File: src/rtl/data_check_pkg.sv
// Shared definitions for the comma-framed PRBS receiver/checker.
package data_check_pkg;

  localparam int         WORD_W        = 10;
  localparam logic [9:0] COMMA_WORD    = 10'b1100_1100_11;
  localparam int         FRAME_CNT_W   = 16;
  localparam int         BIT_ERR_CNT_W = 32;

  typedef enum logic [1:0] {
    HUNT    = 2'd0,
    PAYLOAD = 2'd1,
    TAIL    = 2'd2
  } state_t;

  // Number of set bits in one received word (0..10).
  function automatic logic [3:0] popcnt10(input logic [WORD_W-1:0] v);
    logic [3:0] c;
    c = '0;
    for (int i = 0; i < WORD_W; i++) c = c + 4'(v[i]);
    return c;
  endfunction

endpackage

File: src/rtl/data_check_prbs_self_check.sv
// Self-synchronous PRBS checker: one 10-bit word per valid cycle, MSB first.
// Expected bits are derived from previously received bits, so a single
// flipped bit shows up at its own position and at both tap positions.
module data_check_prbs_self_check
  import data_check_pkg::*;
#(
  parameter int POLY_LENGHT = 9,
  parameter int POLY_TAP    = 5
) (
  input  logic              clk,
  input  logic              rst_n,
  input  logic [WORD_W-1:0] word,
  input  logic              word_vld,
  input  logic              seed,
  output logic [WORD_W-1:0] mismatch,
  output logic [3:0]        err_cnt
);

  localparam int SW = POLY_LENGHT + WORD_W;

  // hist[0] is the oldest bit; s[] is history followed by the word in stream order
  logic [POLY_LENGHT-1:0] hist, hist_nxt;
  logic [SW-1:0]          s;
  logic [WORD_W-1:0]      mis;

  // Bitwise check; in the seed word only bits with stream index >= POLY_LENGHT count
  always_comb begin
    s        = '0;
    mis      = '0;
    hist_nxt = '0;
    for (int i = 0; i < POLY_LENGHT; i++) s[i] = hist[i];
    for (int i = 0; i < WORD_W; i++) s[POLY_LENGHT+i] = word[WORD_W-1-i];
    for (int i = 0; i < WORD_W; i++) begin
      if (!seed || i >= POLY_LENGHT)
        mis[WORD_W-1-i] = s[POLY_LENGHT+i] ^ s[i] ^ s[POLY_LENGHT+i-POLY_TAP];
    end
    for (int i = 0; i < POLY_LENGHT; i++) hist_nxt[i] = s[WORD_W+i];
  end

  // Register history and per-word result; idle cycles report zero errors
  always_ff @(posedge clk or negedge rst_n) begin
    if (!rst_n) begin
      hist     <= '0;
      mismatch <= '0;
      err_cnt  <= '0;
    end else begin
      if (word_vld) hist <= hist_nxt;
      mismatch <= word_vld ? mis : '0;
      err_cnt  <= word_vld ? popcnt10(mis) : 4'd0;
    end
  end

endmodule

File: src/rtl/data_check.sv
// Frame receiver: hunts the head comma, checks PRBS_LENGTH payload words,
// verifies the tail comma and keeps saturating frame/bit-error statistics.
module data_check
  import data_check_pkg::*;
#(
  parameter int         PRBS_LENGTH = 8,
  parameter int         INV_PATTERN = 0,
  parameter int         POLY_LENGHT = 9,
  parameter int         POLY_TAP    = 5,
  parameter logic [9:0] COMMA       = COMMA_WORD
) (
  input  logic                     clk,
  input  logic                     rst_n,
  input  logic [WORD_W-1:0]        data_in,
  input  logic                     clear_cnt,
  output logic                     in_frame,
  output logic                     frame_ok,
  output logic                     frame_bad,
  output logic [FRAME_CNT_W-1:0]   frame_cnt,
  output logic [FRAME_CNT_W-1:0]   bad_frame_cnt,
  output logic [BIT_ERR_CNT_W-1:0] bit_err_cnt
);

  localparam int CW = (PRBS_LENGTH > 2) ? $clog2(PRBS_LENGTH) : 1;

  state_t            state;
  logic [CW-1:0]     word_idx;
  logic              frame_err;
  logic [WORD_W-1:0] rx_word;
  logic [WORD_W-1:0] chk_mismatch;
  logic [3:0]        chk_err_cnt;
  logic              ok_nxt, bad_nxt;
  logic [BIT_ERR_CNT_W:0] bit_sum;

  assign rx_word = (INV_PATTERN != 0) ? ~data_in : data_in;

  data_check_prbs_self_check #(
    .POLY_LENGHT(POLY_LENGHT),
    .POLY_TAP   (POLY_TAP)
  ) u_chk (
    .clk     (clk),
    .rst_n   (rst_n),
    .word    (rx_word),
    .word_vld(state == PAYLOAD),
    .seed    (word_idx == '0),
    .mismatch(chk_mismatch),
    .err_cnt (chk_err_cnt)
  );

  // Frame verdict at tail; the last payload word's errors arrive this same cycle
  always_comb begin
    bad_nxt = (state == TAIL) &&
              ((data_in != COMMA) || frame_err || (chk_err_cnt != 4'd0));
    ok_nxt  = (state == TAIL) && !bad_nxt;
  end

  // Framing FSM with registered in_frame and verdict pulses
  always_ff @(posedge clk or negedge rst_n) begin
    if (!rst_n) begin
      state     <= HUNT;
      word_idx  <= '0;
      frame_err <= 1'b0;
      in_frame  <= 1'b0;
      frame_ok  <= 1'b0;
      frame_bad <= 1'b0;
    end else begin
      frame_ok  <= ok_nxt;
      frame_bad <= bad_nxt;
      case (state)
        HUNT: begin
          if (data_in == COMMA) begin
            state     <= PAYLOAD;
            word_idx  <= '0;
            frame_err <= 1'b0;
            in_frame  <= 1'b1;
          end
        end
        PAYLOAD: begin
          if (chk_err_cnt != 4'd0) frame_err <= 1'b1;
          if (word_idx == CW'(PRBS_LENGTH-1)) begin
            state    <= TAIL;
            word_idx <= '0;
          end else begin
            word_idx <= word_idx + 1'b1;
          end
        end
        TAIL: begin
          state    <= HUNT;
          in_frame <= 1'b0;
        end
        default: begin
          state    <= HUNT;
          in_frame <= 1'b0;
        end
      endcase
    end
  end

  assign bit_sum = {1'b0, bit_err_cnt} + (BIT_ERR_CNT_W+1)'(chk_err_cnt);

  // Saturating statistics; clear wins over any same-cycle increment
  always_ff @(posedge clk or negedge rst_n) begin
    if (!rst_n) begin
      frame_cnt     <= '0;
      bad_frame_cnt <= '0;
      bit_err_cnt   <= '0;
    end else if (clear_cnt) begin
      frame_cnt     <= '0;
      bad_frame_cnt <= '0;
      bit_err_cnt   <= '0;
    end else begin
      if ((ok_nxt || bad_nxt) && frame_cnt != '1) frame_cnt <= frame_cnt + 1'b1;
      if (bad_nxt && bad_frame_cnt != '1) bad_frame_cnt <= bad_frame_cnt + 1'b1;
      bit_err_cnt <= bit_sum[BIT_ERR_CNT_W] ? '1 : bit_sum[BIT_ERR_CNT_W-1:0];
    end
  end

endmodule
File: config.mk
export PLATFORM = sky130hd
export DESIGN_NAME = data_check
export DESIGN_NICKNAME = d
export VERILOG_FILES = /design/src/rtl/data_check_pkg.sv /design/src/rtl/data_check_prbs_self_check.sv /design/src/rtl/data_check.sv
export SDC_FILE = /design/constraint.sdc
export NUM_CORES = 1
export LEC_CHECK = 0
export CORE_ASPECT_RATIO = 0.8
export CORE_UTILIZATION = 32
export CTS_CLUSTER_SIZE = 30
export DETAILED_ROUTE_END_ITERATION = 6
export PLACE_DENSITY = 0.56
export SLEW_MARGIN = 40
export SYNTH_ARGS = -nofsm -noshare
export SYNTH_HDL_FRONTEND = slang
export SYNTH_SLANG_ARGS = --single-unit
File: constraint.sdc
create_clock -name clk -period 6.5 [get_ports clk]
set_input_delay 0.975 -clock clk [delete_from_list [all_inputs] [get_ports clk]]
set_output_delay 0.975 -clock clk [all_outputs]
set_load 0.02 [all_outputs]
After elaboration in Yosys (flattened, before gate mapping)
Cells that the tools add are included.

word-level totals
  register bits after elaboration = 86
  input bits = 13
  output and inout port bits = 67
  word-level logic and storage cells = 100

operators by class
  add/sub/neg operators = 13
  equal/unequal tests = 10
  muxes and demuxes = 27
  bitwise logic cells = 21
  reductions and logical operators = 18

operators by type and width
  operator                 count
  $mux W16                 4
  $mux W32                 2
  $add A32 B4 Y33          1
  $add A16 B1 Y16 const B  2
  $add A4 B1 Y4            8
  $ne A16 B16 Y1 const B   2
  $xor A1 B1 Y1            20
  $mux W1                  12
  $eq A10 B10 Y1 const B   1
  $ne A10 B10 Y1 const B   1
  $mux W3                  2
  $ne A2 B2 Y1 const B     3
  $pmux W3 S2              1
  $reduce_and A2 Y1        3
  $reduce_bool A2 Y1       3
  $logic_and A1 B1 Y1      4
  $mux W2                  2
  $mux W4                  1
  $pmux W1 S2              2
  $pmux W2 S2              1
  $reduce_bool A4 Y1       1
  $add A3 B1 Y3 const B    1
  $eq A3 B3 Y1 const B     1
  $logic_not A3 Y1         1
  other kinds (8)          10

Logic depth before layout (Yosys ltp)
Gate-level depths: netlist of run 1.

  depth in word-level cells = 13
  mapped depth = 16
  mapped depth without buffers = 15

Cells and area by module
A second synthesis of run 1 with hierarchy kept.

second synthesis, totals
  cells, all modules = 497
  area total of the unflattened synthesis = 5109.9 µm²

modules (own cells, without submodules)
  module                      times used  cells each  area an instance (µm²)  seq. area each (µm²)
  data_check                  1           408         3857.4                  1826.8
  data_check_prbs_self_check  1           89          1252.5                  575.6

Worst setup path after synthesis of run 1
No wires, ideal clock.

  path type = input-to-reg
  from = input data_in[6]
  to = register u_chk.err_cnt[2]
  arrival time = 4191 ps
  slack = 2177 ps
  stages = 12
  path through = xnor2_1 > xnor2_1 > and2_1 > ha_1 > inv_1 > fa_1 > fa_1 > fa_1 > fa_1 > fa_1 > xnor2_1 > nor2_1

on the way
  word-level cells in the longest chain between the ends = 12
  elaborated cells on any way between the ends = 15

RTL lines
  element                        line                              source
  from (decl)                    data_check.sv:14                  input logic [WORD_W-1:0] data_in,
  $xor A1 B1 Y1                  data_check_prbs_self_check.sv:35  mis[WORD_W-1-i] = s[POLY_LENGHT+i] ^ s[i] ^ s[POLY_LENGHT+i-POLY_TAP];
  $mux W1                        data_check_prbs_self_check.sv:34  if (!seed || i >= POLY_LENGHT)
  $add A1 B1 Y2                  data_check_pkg.sv:19              for (int i = 0; i < WORD_W; i++) c = c + 4'(v[i]);
  $add A4 B1 Y4 (4 in series)    data_check_pkg.sv:19
  $add A4 B1 Y4 * (4 in series)  data_check_pkg.sv:19
  $mux W4 *                      data_check_prbs_self_check.sv:49  err_cnt <= word_vld ? popcnt10(mis) : 4'd0;
  to (signal assigned)           data_check_prbs_self_check.sv:49
  to (decl)                      data_check_prbs_self_check.sv:16  output logic [3:0] err_cnt

Every way passes the cells marked *; elsewhere a longest branch is shown, timed or not.
A chain may end at the register's enable or synchronous reset.

Worst setup path in the final report of run 1
Ends and elaborated chain as after synthesis.

==> impl_results.md, run 1 <==
* Status: complete, no violations
* All-Layer GR Usage at approximately 16%
* Placed cell count at 805
* Post-Syn Area at 4960 sq um
* CP Launch Type: input pin
* Final Hold Viols at 0
* Layout Area Growth over Synthesis at 25.7%
* Lkg Pwr at roughly 2.6 nW
* Clk root buf: clkbuf_16
* Synth Instances at approximately 530
* Max cap viols at 0
* First-pass GRT wire length at 19.9 mm
* Sw frac at ~34%
* WP data arrival at ~4.8 ns
* CTS tree: built
* Maximum VDD drop at between 0.2 and 0.25 mV
* Pin count of the biggest net entering global routing at 70
* Post-CTS setup-driven buffer insertion count at 0
* Die ar. at between 15,000 and 20,000 sq um
* Syn_nets at about 570
* Synth area leaders: dfrtp_1 43%, xnor2_1 5.8%, xor2_1 5.1%, nand2_1 4.9%, a21oi_1 4.0%
* Drt pass-1 iters at 5
* Share of cells above drive strength 1 at 5.25%
* H-tree Lvls at 3
* Post-synth EDFFs at 0
* Die height at between 100 and 150 um
* CTS max path bufs at 2
* Pint at ~1.2 mW
* Buffers added on ports at about 80
* GPL Wtd Cong at between 0.8 and 0.9
* Clk slew on worst S/H paths at about 0.050 ns
* Peak fanout along the critical path at 4
* Finished Layout Cells at ~820
* Most common library cells after synthesis: 86 x dfrtp_1, 65 x nand2_1, 44 x nor2_1
* Ports at 80
* Worst slew pin tran at roughly 0.76 ns
* Via density at roughly 5
* #FFs+latches synth at 86
* PwrDens at about 300 nW/um^2
* Final clock skew at between 0.008 and 0.009 ns
* Ys async rst share at 100%
* Fmax at ~220 MHz
* Detailed router's first-iteration violation count at between 200 and 250
* # hold bufs at CTS at 0
* Initial antenna violation count at 0
* Min Tclk post-route at approximately 4.6 ns
* Total gr overflow at 0
* Post-layout util at between 40% and 50%
* Post-synth top area cell: dfrtp_1
* TNS Setup at 0 ns
* Clk pwr share at about a quarter
* Sink Count at between 80 and 90
* Period utilization at a little under three quarters
* Crit end category: flip-flop
* Initial Util at around 33%
* Fin. max-slew vios at 0
* Register area share after synthesis at between 40% and 50%
* Drt wl/cell at between 10 and 15 um
* Most common cell in the netlist: dfrtp_1
* Dominant synthesized flop cell: dfrtp_1
* Synthesized area per cell at just over 9 sq um
* Vias in the first global route at between 3k and 4k
* Yosys warning total at 0
* DRC viols at 0
* CP Class: in2reg
* Antenna cells at 0
* Sequential power share at 34.1%
* Final-layout worst hold slack at 0.492 ns
* Worst rel slew slack at roughly 50%
* RSZ-0062 raised after global routing: no
* Worst hold path class: reg2reg
* R2r setup slk at ~2.4 ns
* Die X at 141 um
* Combinational Power Share at between 30 and 40%
* CTS buffer count at 9
* Total core area at about 15,000 sq um
* Final WL at approximately 12 mm
* Clock latency on the worst-skew pair at 0.34 ns
* Netlist cell types at 52
* Vias at approximately 4.1k
* Share of the synthesized area in the top cell type at between 40% and 50%
* Post-DP HPWL at between 8 and 9 mm
* Worst Path Required at around 6.7 ns
* Setup-failing EPs final at 0
* Row cnt at 40
* Nets@finish at between 600 and 700
* ANT nets after route at 0
* Resize count post-CTS at 0
* P_sw at around 0.64 mW
==> metrics by stage <==
step / setup slack [ns] / cell area [sq um] / power (mW)
after floorplan: 2.18 / 4960 / 1.23
after global placement: 1.55 / 5940 / 1.36
after detailed placement: 1.50 / 5960 / 1.40
after CTS: 1.87 / 6230 / 1.91
after global routing: 1.76 / 6230 / 2.03
final: 1.87 / 6230 / 1.86
==> placed cells by master, fill, tap and decap left out, types with 7 or more instances in the layout <==
cell type | synthesis | routed
dfrtp_1 | 86 | 86
clkdlybuf4s50_1 | 0 | 77
nand2_1 | 65 | 65
nor2_1 | 44 | 44
a21oi_1 | 40 | 40
xnor2_1 | 33 | 33
nand4_1 | 30 | 30
xor2_1 | 29 | 29
inv_1 | 26 | 26
nand3_1 | 24 | 24
ha_1 | 14 | 14
and3_1 | 10 | 10
nor2b_1 | 10 | 10
nor4_1 | 12 | 10
o21ai_0 | 9 | 9
clkbuf_16 | 0 | 9
and4_1 | 8 | 8
and2_1 | 7 | 7
fa_1 | 7 | 7
==> state kept, by name, summed over array words and instances, names as in the netlist, 2 cells and up <==
signal / cells
frame_cnt: 16
u_chk.err_cnt: 4
u_chk.hist: 9
state: 2
bit_err_cnt: 32
bad_frame_cnt: 16
word_idx: 3
==> power by group through the flow <==
stage	Sequential, mW	Combinational (mW)	Clock, mW
finish	0.636	0.735	0.492
global route	0.644	0.852	0.535
CTS	0.636	0.762	0.513
detailed placement	0.645	0.757	0
global placement	0.645	0.711	0
floorplan	0.643	0.588	0
==> routing by layer <==
layer / routed length [um] / track usage [%] / vias to the layer above
li1: - / - / 2003
met1: 5870 / 22.7 / 1999
met2: 5400 / 23.7 / 92
met3: 610 / 4.44 / 9
met4: 153 / 4.42 / 0
met5: 0 / 0 / -
==> cell families after synthesis <==
family | share of synthesized area, %
buf+inv | 3.76
compound gates | 8.56
simple gates | 25.4
xor+xnor | 11.0
mux | 1.54
flops | 43.4
fa+ha+maj | 6.36
==> final timing paths <==
kind                       cells after the start                         end                      start
max                                           13  u_chk.err_cnt[2]$_DFF_PN0_                 data_in[6]
max in group asynchronous                      2    bit_err_cnt[2]$_DFF_PN0_                      rst_n
min in group asynchronous                      1   frame_cnt[14]$_DFFE_PN0P_                      rst_n
max reg2reg                                   13  u_chk.err_cnt[2]$_DFF_PN0_    word_idx[0]$_DFFE_PN0P_
min reg2reg                                    2   u_chk.hist[0]$_DFFE_PN0P_  u_chk.hist[0]$_DFFE_PN0P_
min                                            2   u_chk.hist[0]$_DFFE_PN0P_  u_chk.hist[0]$_DFFE_PN0P_
==> worst max-delay path: stages <==
cell             delay [ns]
clkdlybuf4s50_1        0.56
xnor2_1                0.15
xnor2_1                0.08
and2_1                 0.16
ha_1                   0.26
inv_1                  0.05
fa_1                   0.50
fa_1                   0.52
fa_1                   0.51
fa_1                   0.47
fa_1                   0.40
xnor2_1                0.14
nor2_1                 0.05
==> layout make-up <==
class	count	area, sq um
clock buffer	13	270
clock inverter	1	5.00
fill	1502	8830
inverter	26	97.6
multi-input combinational	400	2630
sequential	86	2150
tap	210	263
timing repair buffer	83	813
Power figures use the tool's default switching activity.
==> inputs of run 2 (changes only) <==
- clock period: 6.5 -> 4.3 ns (I/O delays scaled with it)
==> impl_results.md, run 2 (synthesis gave the netlist of run 1 again) <==
* Status: complete, no violations (unchanged)
* Resize count post-CTS at 0 (unchanged)
* RSZ-0062 raised after global routing: no (unchanged)
* GRT busiest layer: met2 (unchanged)
* Crit end category: flip-flop (unchanged)
* Antenna cells at 0 (unchanged)
* Dpl ws at -0.309 ns (was 1.50 ns)
* Final WL at 11.9 mm (was 12.0 mm)
* GPL Wtd Cong at 0.801 (was 0.829)
* Top reg by flops: bit_err_cnt (unchanged)
* Post-DP HPWL at 8.53 mm (was 8.49 mm)
* Drt wl/cell at 14.5 um (was 14.7 um)
* Clock latency on the worst-skew pair at 0.34 ns (about the same)
* H-tree Lvls at 3 (unchanged)
* Total core area at 15,100 sq um (unchanged)
* Cells along the critical path: clkdlybuf4s50_1 -> xnor2_1 -> xnor2_1 -> and2_1 -> ha_1 -> inv_1 -> fa_1 -> fa_1 -> fa_1 -> fa_2 -> fa_1 -> xnor2_1 -> nor2_1 (was clkdlybuf4s50_1 -> xnor2_1 -> xnor2_1 -> and2_1 -> ha_1 -> inv_1 -> fa_1 -> fa_1 -> fa_1 -> fa_1 -> fa_1 -> xnor2_1 -> nor2_1)
* CP Depth at 13 (unchanged)
* Ports at 80 (unchanged)
* Lkg Pwr at 2.60 nW (was 2.55 nW)
* Reg2Reg Capture Point: u_chk.err_cnt[2]$_DFF_PN0_ (unchanged)
* Peak per-stage delay on the critical path at 0.52 ns (was 0.56 ns)
* First-pass GRT wire length at 19.8 mm (was 19.9 mm)
* Crit path buf inv count at 2 (unchanged)
* Post-CTS setup-driven buffer insertion count at 0 (unchanged)
* Routing usage on met2 at 23.6% (was 23.7%)
* Clk slew on worst S/H paths at 0.06 ns (was 0.05 ns)
* Reg2Reg Launch Point: word_idx[0]$_DFFE_PN0P_ (unchanged)
* CTS buffer count at 9 (unchanged)
* PwrDens at 459 nW/um^2 (was 299 nW/um^2)
* Vias at 4,125 (was 4,103)
* Vias in the first global route at 3,842 (was 3,853)
* Final clock skew at 0.00368 ns (was 0.00855 ns)
* Layout Area Growth over Synthesis at 27.4% (was 25.7%)
* Die ar. at 16,000 sq um (unchanged)
* Top Family by Delay on Critical Path: adder cells (unchanged)
* Initial antenna violation count at 0 (unchanged)
* Final Hold Viols at 0 (unchanged)
* Detailed router's first-iteration violation count at 273 (was 248)
* ANT nets after route at 0 (unchanged)
* Biggest regs: bit_err_cnt x32, bad_frame_cnt x16, frame_cnt x16 (unchanged)
* CTS max path bufs at 2 (unchanged)
* Min Tclk post-route at just over 4 ns
* Worst rel slew slack at 50.8% (was 49.5%)
* Initial Util at 32.9% (unchanged)
* Share of cells above drive strength 1 at 6.33% (was 5.25%)
* Setup crit end: u_chk.err_cnt[2]$_DFF_PN0_ (unchanged)
* Most frequent cells in the layout: 86 x dfrtp_1, 77 x clkdlybuf4s50_1, 65 x nand2_1, 44 x nor2_1, 40 x a21oi_1 (unchanged)
* Via density at 4.99 (was 5.01)
* Max cap viols at 0 (unchanged)
* DRC viols at 0 (unchanged)
* Setup ws final at 0.146 ns (was 1.87 ns)
* Sink Count at 86 (unchanged)
* Peak fanout along the critical path at 2 (was 4)
* Cell mode on critical path: fa_1 (unchanged)
* CP Class: in2reg (unchanged)
* All-Layer GR Usage at 15.7% (was 16.0%)
* Worst slew pin tran at 0.736 ns (was 0.757 ns)
* Worst Path Required at 4.51 ns (was 6.70 ns)
* Period utilization at just under 100%
* Most common cell after layout, fill and taps aside: dfrtp_1 (unchanged)
* Drt pass-1 iters at 5 (unchanged)
* Final instance area at 6320 sq um (was 6230 sq um)
* Maximum VDD drop at 0.391 mV (was 0.231 mV)
* CTS tree: built (unchanged)
* Total gr overflow at 0 (unchanged)
* R2R depth at 13 (unchanged)
* Fmax at 241 MHz
* R2r setup slk at 0.47 ns (was 2.41 ns)
* Worst hold path class: in2async (was reg2reg)
* Nets@finish at 648 (was 640)
* Max reg flops at 32 (unchanged)
* Fin. max-slew vios at 0 (unchanged)
* Met3 usage in global routing at 3.43% (was 4.44%)
* # hold bufs at CTS at 0 (unchanged)
* Die X at 141 um (unchanged)
* Clk root buf: clkbuf_16 (unchanged)
* Cell with the largest stage delay on the worst path: fa_1 (was clkdlybuf4s50_1)
* Pin count of the biggest net entering global routing at 61 (was 70)
* WP data arrival at 4.36 ns (was 4.83 ns)
* Buffers added on ports at 79 (unchanged)
* Setup crit start: data_in[1] (was data_in[6])
* CP Launch Type: input pin (unchanged)
* TNS Setup at 0 ns (unchanged)
* Die height at 113 um (unchanged)
* GR Util met1 at 22.4% (was 22.7%)
* Row cnt at 40 (unchanged)
* DP Area at 6020 sq um (was 5960 sq um)
* Setup-failing EPs final at 0 (unchanged)
==> run 2: final cells by class <==
class | instances | area [sq um]
Timing Repair Buffer | 91 | 877
Sequential cell | 86 | 2150
Fill cell | 1489 | 8750
Inverter | 26 | 97.6
Multi-Input combinational cell | 400 | 2630
Tap cell | 210 | 263
Clock inverter | 2 | 60.1
Clock buffer | 11 | 233
==> run 2: report_power, final <==
part	total [mW]	internal (mW)	switching (mW)
sequential	0.961	0.888	0.0725
combinational	1.13	0.549	0.585
clock	0.806	0.500	0.306
==> run 2: per-layer routing <==
metal  wire length, um  share of wire, %
met4               150               1.3
met2              5360                45
met3               438               3.7
met1              5990                50
met5                 0                 0
==> run 2: stage by stage <==
| step | hold WS (ns) | total power, mW | util [%] | cells |
|---|---|---|---|---|
| after floorplan | 0.349 | 1.86 | - | 531 |
| after global placement | 0.485 | 2.06 | 39.9 | 813 |
| after detailed placement | 0.485 | 2.13 | 39.9 | 813 |
| after CTS | 0.425 | 2.95 | 41.9 | 826 |
| after global routing | 0.327 | 3.16 | 41.9 | 826 |
| final | 0.270 | 2.90 | 41.9 | 826 |
==> run 2: worst register-to-register path, delay by kind of cell, from the launching register on <==
family        cells  cell delay, ns
fa+ha+maj         7            2.74
xor+xnor          1            0.14
simple gates      3            0.29
buf+inv           2            0.12
flops             1            0.41
==> run 2: worst min-delay path by stage <==
stage	slack [ns]	from	endpoint	cells after the start
3_5_place_dp	0.49	u_chk.hist[2]$_DFFE_PN0P_	u_chk.hist[2]$_DFFE_PN0P_	2
6_report	0.27	rst_n	frame_cnt[14]$_DFFE_PN0P_	1
5_1_grt	0.33	rst_n	frame_cnt[14]$_DFFE_PN0P_	1
3_3_place_gp	0.49	u_chk.hist[3]$_DFFE_PN0P_	u_chk.hist[3]$_DFFE_PN0P_	2
4_1_cts	0.42	rst_n	frame_cnt[14]$_DFFE_PN0P_	1
2_1_floorplan	0.35	rst_n	bad_frame_cnt[0]$_DFFE_PN0P_	0
